--- src/rtl/sdram_arbiter_mc.sv ---
// Multi-channel SDRAM command arbiter: init hold-off, refresh priority, round-robin channel grant, pin mux.
// Optional watchdog on AREF/ACCESS enabled by defining SDRAM_ARB_WDOG_EN.
module sdram_arbiter_mc #(
  parameter int NUM_CH   = 2,
  parameter int ADDR_W   = 12,
  parameter int BANK_W   = 2,
  parameter int DQ_W     = 16,
  parameter int WDOG_CYC = 1024
) (
  input  logic                     clk,
  input  logic                     rst,
  input  logic                     init_done,
  input  logic [3:0]               init_cmd,
  input  logic [ADDR_W-1:0]        init_addr,
  input  logic                     ref_req,
  output logic                     ref_en,
  input  logic                     ref_end,
  input  logic [3:0]               ref_cmd,
  input  logic [ADDR_W-1:0]        ref_addr,
  output logic                     ref_pending,
  input  logic [NUM_CH-1:0]        ch_req,
  output logic [NUM_CH-1:0]        ch_en,
  input  logic [NUM_CH-1:0]        ch_end,
  input  logic [4*NUM_CH-1:0]      ch_cmd,
  input  logic [ADDR_W*NUM_CH-1:0] ch_addr,
  input  logic [BANK_W*NUM_CH-1:0] ch_bank,
  input  logic [DQ_W*NUM_CH-1:0]   ch_wdata,
  input  logic [NUM_CH-1:0]        ch_dq_oe,
  output logic [3:0]               sdram_cmd,
  output logic [ADDR_W-1:0]        sdram_addr,
  output logic [BANK_W-1:0]        sdram_bank,
  output logic [DQ_W-1:0]          sdram_dq_out,
  output logic                     sdram_dq_oe,
  output logic [2:0]               grant_id,
  output logic                     err_timeout
);

  localparam logic [3:0] S_IDLE   = 4'b0001;
  localparam logic [3:0] S_ARBIT  = 4'b0010;
  localparam logic [3:0] S_AREF   = 4'b0100;
  localparam logic [3:0] S_ACCESS = 4'b1000;
  localparam logic [3:0] CMD_NOP  = 4'b0111;

  logic [3:0] state;
  logic [2:0] rr_ptr;
  logic       arb_found;
  logic [2:0] arb_g;
  logic [2:0] arb_next_ptr;
  logic [3:0] idx;
  logic       cur_end;
  logic       op_end;
  logic       wdog_hit;

  // Round-robin search starting at rr_ptr, wrapping without a modulo divider.
  always_comb begin
    arb_found    = 1'b0;
    arb_g        = 3'd0;
    arb_next_ptr = 3'd0;
    idx          = 4'd0;
    for (int k = 0; k < NUM_CH; k++) begin
      idx = {1'b0, rr_ptr} + 4'(k);
      if (idx >= 4'(NUM_CH))
        idx = idx - 4'(NUM_CH);
      if (!arb_found && ch_req[idx[2:0]]) begin
        arb_found = 1'b1;
        arb_g     = idx[2:0];
      end
    end
    if (arb_g == 3'(NUM_CH - 1))
      arb_next_ptr = 3'd0;
    else
      arb_next_ptr = arb_g + 3'd1;
  end

  always_comb begin
    cur_end = 1'b0;
    for (int i = 0; i < NUM_CH; i++)
      if (grant_id == 3'(i))
        cur_end = ch_end[i];
  end

  assign op_end = (state == S_AREF) ? ref_end : cur_end;

`ifdef SDRAM_ARB_WDOG_EN
  logic [15:0] wdog_cnt;

  assign wdog_hit = (wdog_cnt == 16'(WDOG_CYC - 1));

  always_ff @(posedge clk) begin
    if (rst) begin
      wdog_cnt    <= 16'd0;
      err_timeout <= 1'b0;
    end else if (state == S_AREF || state == S_ACCESS) begin
      wdog_cnt <= wdog_cnt + 16'd1;
      if (wdog_hit && !op_end)
        err_timeout <= 1'b1;
    end else begin
      wdog_cnt <= 16'd0;
    end
  end
`else
  assign wdog_hit    = 1'b0;
  assign err_timeout = 1'b0;
`endif

  always_ff @(posedge clk) begin
    if (rst) begin
      state       <= S_IDLE;
      ref_en      <= 1'b0;
      ch_en       <= '0;
      grant_id    <= 3'd0;
      rr_ptr      <= 3'd0;
      ref_pending <= 1'b0;
    end else begin
      ref_en <= 1'b0;
      ch_en  <= '0;
      // A new request arriving during the grant cycle survives the clear.
      if (ref_req)
        ref_pending <= 1'b1;
      else if (ref_en)
        ref_pending <= 1'b0;
      case (state)
        S_IDLE: if (init_done) state <= S_ARBIT;
        S_ARBIT: begin
          if (ref_pending || ref_req) begin
            ref_en <= 1'b1;
            state  <= S_AREF;
          end else if (arb_found) begin
            ch_en    <= NUM_CH'(1) << arb_g;
            grant_id <= arb_g;
            rr_ptr   <= arb_next_ptr;
            state    <= S_ACCESS;
          end
        end
        S_AREF: begin
          if (op_end)
            state <= S_ARBIT;
          else if (wdog_hit) begin
            state       <= S_ARBIT;
            ref_pending <= 1'b1;
          end
        end
        S_ACCESS: if (op_end || wdog_hit) state <= S_ARBIT;
        default: state <= S_IDLE;
      endcase
    end
  end

  always_comb begin
    sdram_cmd    = CMD_NOP;
    sdram_addr   = '0;
    sdram_bank   = '0;
    sdram_dq_out = '0;
    sdram_dq_oe  = 1'b0;
    case (state)
      S_IDLE: begin
        sdram_cmd  = init_cmd;
        sdram_addr = init_addr;
      end
      S_AREF: begin
        sdram_cmd  = ref_cmd;
        sdram_addr = ref_addr;
      end
      S_ACCESS: begin
        for (int i = 0; i < NUM_CH; i++) begin
          if (grant_id == 3'(i)) begin
            sdram_cmd    = ch_cmd[4*i +: 4];
            sdram_addr   = ch_addr[ADDR_W*i +: ADDR_W];
            sdram_bank   = ch_bank[BANK_W*i +: BANK_W];
            sdram_dq_out = ch_wdata[DQ_W*i +: DQ_W];
            sdram_dq_oe  = ch_dq_oe[i];
          end
        end
      end
      default: ;
    endcase
  end

endmodule

--- config.mk ---
export PLATFORM = sky130hd
export DESIGN_NAME = sdram_arbiter_mc
export DESIGN_NICKNAME = d
export VERILOG_FILES = /design/src/rtl/sdram_arbiter_mc.sv
export SDC_FILE = /design/constraint.sdc
export NUM_CORES = 1
export LEC_CHECK = 0
export CAP_MARGIN = 20
export CORE_UTILIZATION = 32
export CTS_BUF_LIST = sky130_fd_sc_hd__clkbuf_8
export DETAILED_ROUTE_END_ITERATION = 12
export GPL_TIMING_DRIVEN = 1
export PLACE_DENSITY = 0.9
export SLEW_MARGIN = 25
export SYNTH_ARGS = -nofsm -noshare
export SYNTH_HDL_FRONTEND = slang
export SYNTH_SLANG_ARGS = --single-unit
--- constraint.sdc ---
create_clock -name clk -period 4.3 [get_ports clk]
set_clock_uncertainty 0.05 [all_clocks]
set_input_delay 1.29 -clock clk [delete_from_list [all_inputs] [get_ports clk]]
set_output_delay 1.29 -clock clk [all_outputs]
set_load 0.02 [all_outputs]
Word-level counts from Yosys, hierarchy flattened:

Cells that the tools add are included.

* flip-flop bits (word level): 14
* input bits: 111

* $add $sub $neg: 4
* $lt $le $gt $ge: 4
* equal/unequal tests: 9
* shift operators: 1
* mux-type cells: 37
* bitwise gates (word level): 3
* reductions and logical operators: 10

Operators by type and width (number)
* 2-to-1 mux 16 bit: 3
* one-hot mux 12 bit (3 select lines): 1
* 2-to-1 mux 12 bit: 2
* 2-to-1 mux 4 bit: 6
* one-hot mux 4 bit (3 select lines): 2
* 2-to-1 mux 1 bit: 15
* 2-to-1 mux 3 bit: 5
* equality test 3 x 1 -> 1 bit, second input constant: 2
* < comparator 3 x 2 -> 1 bit, second input constant: 2
* 2-to-1 mux 2 bit: 3
* AND reduction 3 bit: 2
* subtractor 3 x 2 -> 3 bit, second input constant: 2
* adder 3 x 1 -> 4 bit, second input constant: 1
* equality test 4 x 1 -> 1 bit, second input constant: 1
* equality test 4 x 2 -> 1 bit, second input constant: 1
* equality test 4 x 3 -> 1 bit, second input constant: 1
* equality test 4 bit, second input constant: 1
* >= comparator 4 x 2 -> 1 bit, second input constant: 1
* OR reduction 2 bit: 2
* OR reduction 4 bit: 1
* adder 3 x 1 -> 3 bit, second input constant: 1
* >= comparator 3 x 2 -> 1 bit, second input constant: 1
* zero test 3 bit: 1
* != test 3 bit, second input constant: 1
* 8 further kinds: 10

Logic depth before layout (Yosys ltp):

* depth in word-level cells: 11
* gate-level depth with buffers: 8
* depth with buffers taken out: 8

Worst setup path before layout:

Ideal clock, no wire load.

* path type: input to output
* start point: input port ch_addr[16]
* end point: output port sdram_addr[4]
* arrival time: 1.859 ns
* setup slack: 1.101 ns
* cell stages on the path: 2
* buffers on the path: 0
* cell sequence: a22oi_1 o21ai_0

* cells in the longest elaborated chain, start to end: 2

RTL lines
* from (decl): line 25 `input logic [ADDR_W*NUM_CH-1:0] ch_addr,`
* 2-to-1 mux 12 bit: line 166 `if (grant_id == 3'(i)) begin`
* one-hot mux 12 bit (3 select lines): line 155 `case (state)`
* to (decl): line 30 `output logic [ADDR_W-1:0] sdram_addr,`

Every way passes these cells.

Worst setup path after layout:

* start point: input port ref_cmd[2]
* end point: output port sdram_cmd[2]

* cells in the longest elaborated chain, start to end: 1

RTL lines
* from (decl): line 18 `input logic [3:0] ref_cmd,`
* one-hot mux 4 bit (3 select lines): line 155
* to (decl): line 29 `output logic [3:0] sdram_cmd,`

Every way passes these cells.

==> out/results.tsv <==
stage	metric	value	unit
layout	share of layout cells above drive strength 1	5.31	%
floorplan	DIE WIDTH	70.8	um
layout	P&R area growth vs syn	105	%
clock_network	later-pin clock latency in the skew report	0.25	ns
floorplan	I/O Pins	154	
clock_network	number of hold buffers added after CTS	0	
power_and_ir_drop	LEAKAGE	0.00119	uW
clock_network	clock sinks	14	
yosys	post-synthesis sequential area ratio	18.5	%
setup_path	startpoint types	input port	
yosys	register bit count reported by yosys	14	
routing	Pre-antenna DRT Iters	9	
sta	Final Max Tran Viols	0	
clock_network	root buf cell	clkbuf_8	
clock_network	Max H-tree Level	1	
sta	fmax	237	MHz
floorplan	core area	4440	um^2
routing	DR vias/cell	5.43	
setup_path	Worst Path Required	2.96	ns
routing	vias	2225	
yosys	Synthesized Nets	331	
hold_path	worst min-delay path class	reg2reg	
layout	register area	280	um^2
sta	Slew HR	51.2	%
floorplan	die height	70.8	um
clock_network	Longest Clk Path Bufs	2	
clock_network	total CTS buffers	3	
clock_network	clk slew on worst S/H paths	0.05	ns
yosys	post-synthesis cell count	218	
power_and_ir_drop	worst vdd ir	94.5	uV
routing	DRT iter0 DRCs	255	
layout	# diodes	0	
job	max capacitance violation total	0	
placement	Placer Congestion	0.869	
clock_network	CTS tree	built	
clock_network	post-cts repair resize count	0	
routing	routed wire length	6500	um
sta	post-route setup TNS	0	ns
yosys	Syn Area/Cell	6.94	um^2
yosys	Primary FF master, synth	dfxtp_1	
layout	area of the multi-input gates	1120	um^2
layout	Finished Core Util	69.9	%
setup_path	Worst Path Max Fanout	1	
grt	pin count of the biggest net entering global routing	34	
yosys	Yosys warning total	0	
floorplan	std cell rows	24	
power_and_ir_drop	Pwr Density	177	nW/um^2
routing	DR DRC count	4	
yosys	post-synthesis cell type count	46	
placement	I/O Buffers	152	
grt	first-pass GRT wire length	9980	um
grt	vias in the first global route	2098	
placement	pre-CTS setup slack	0.0890	ns
sta	Final Worst Setup Slack	0.0869	ns
grt	Total GRT Usage	25.1	%
status	failing checks	DRC	
grt	antenna violations before repair	0	
setup_path	kind of critical path	in2out	
layout	Fillers	366	
yosys	EDFF count, synth	0	
placement	DP HPWL	5380	um
sta	fin crit share	98.0	%
yosys	Mapped Area	1510	um^2
sta	RSZ-0062 raised after global routing	false	
setup_path	CP arrival	2.87	ns
sta	worst slew pin tran	0.733	ns
status	status	finished, violations left	
yosys	FFs w/ async S/R, synth	0	%
floorplan	Initial Utilization	34.0	%
floorplan	die footprint	5010	um^2
routing	average wire per standard cell	15.8	um
routing	Routed Antenna Nets	0	
sta	Period minus WS final	4.21	ns
sta	final hold slack	0.457	ns
clock_network	Setup Fix Bufs, Post-CTS	0	
grt	gr ovfl total	0	
sta	Final setup viols	0	
sta	count of final hold-check violations	0	
setup_path	CP endpoint kind	output pin	
layout	final net count	472	
critical path: stages:
cell and delay [ns]:
clkdlybuf4s50_1 0.41, a221oi_1 0.43, o21ai_0 0.17, clkdlybuf4s50_1 0.57
cell usage in the layout, fill, tap and decap left out, types with 3 or more instances in the layout:
cell type	netlist	routed
clkdlybuf4s50_1	0	152
a22oi_1	45	45
nor2_1	34	34
o21ai_0	25	25
dfxtp_1	14	14
a21oi_1	10	10
nand2_1	9	9
buf_4	1	6
nor3_1	5	4
inv_1	4	4
clkbuf_8	0	4
and2_1	3	3
o22ai_1	3	3
a221oi_1	3	3
nand3_1	3	3
worst paths after layout:
check        startpoint      endpoint  slack [ns]  cells past startpoint
max reg2reg    state[2]      state[1]        1.93                      6
min              ref_en   ref_pending        0.46                      3
min reg2reg      ref_en   ref_pending        0.46                      3
max          ref_cmd[2]  sdram_cmd[2]        0.09                      4
routing by layer:
| metal | wire length [um] | up-vias | track usage (%) |
|---|---|---|---|
| li1 | - | 1109 | - |
| met1 | 2470 | 1014 | 28.8 |
| met2 | 3450 | 88 | 46.0 |
| met3 | 405 | 14 | 5.41 |
| met4 | 170 | 0 | 8.44 |
| met5 | 0 | - | 0 |
registers in the layout, indices dropped and copies added, names as in the netlist:
name	count
ch_en	2
grant_id	3
ref_en	1
ref_pending	1
rr_ptr	3
state	4
kinds of logic after synthesis:
family | after synthesis | share of synthesized area (%)
and+or+nand+nor | 69 | 24.1
adders and majority gates | 2 | 1.65
DFF | 14 | 18.5
muxes | 1 | 0.662
other | 1 | 0.248
buffers and inverters | 28 | 8.02
xor gates and xnor gates | 3 | 1.74
AOI/OAI and AO/OA | 100 | 45.1
per-stage QoR:
stage          cell area [um^2]  cells  total power [uW]
2_1_floorplan              1510    218               252
3_3_place_gp               3050    406               420
3_5_place_dp               3050    406               424
4_1_cts                    3110    410               551
5_1_grt                    3110    410               580
6_report                   3110    410               549
area by class of cell:
cell class / instances / share of cell area (%)
repair buffers: 158 / 50.4
multi-input cells: 176 / 35.9
flip-flops and latches: 14 / 9.02
well taps: 52 / 2.10
clock buffers: 4 / 1.77
inverters: 6 / 0.725
Yosys cell counts (2+ instances only):
library cell / number / area share, %
nor3_1: 5 / 1.7
o22ai_1: 3 / 1.2
and2_1: 3 / 1.2
inv_1: 4 / 0.99
xor2_1: 2 / 1.2
nand2_1: 9 / 2.2
a211oi_1: 2 / 0.99
ha_1: 2 / 1.7
inv_2: 2 / 0.50
clkbuf_1: 16 / 4.0
and3_1: 2 / 0.83
or3_1: 2 / 0.83
o21ai_0: 25 / 8.3
dfxtp_1: 14 / 19
a21oi_1: 10 / 3.3
nor4b_2: 2 / 2.0
a221oi_1: 3 / 1.7
a221o_1: 2 / 1.3
a22oi_1: 45 / 22
nand3_1: 3 / 0.99
nor2_1: 34 / 8.4
buf_2: 4 / 1.3
power by group:
| group | internal (uW) | total (uW) | switching, uW |
|---|---|---|---|
| clock | 81.1 | 127 | 45.6 |
| combinational | 171 | 281 | 110 |
| sequential | 134 | 142 | 8.01 |
| total | 386 | 549 | 164 |
Note: power is estimated with default switching activity, not from simulation.
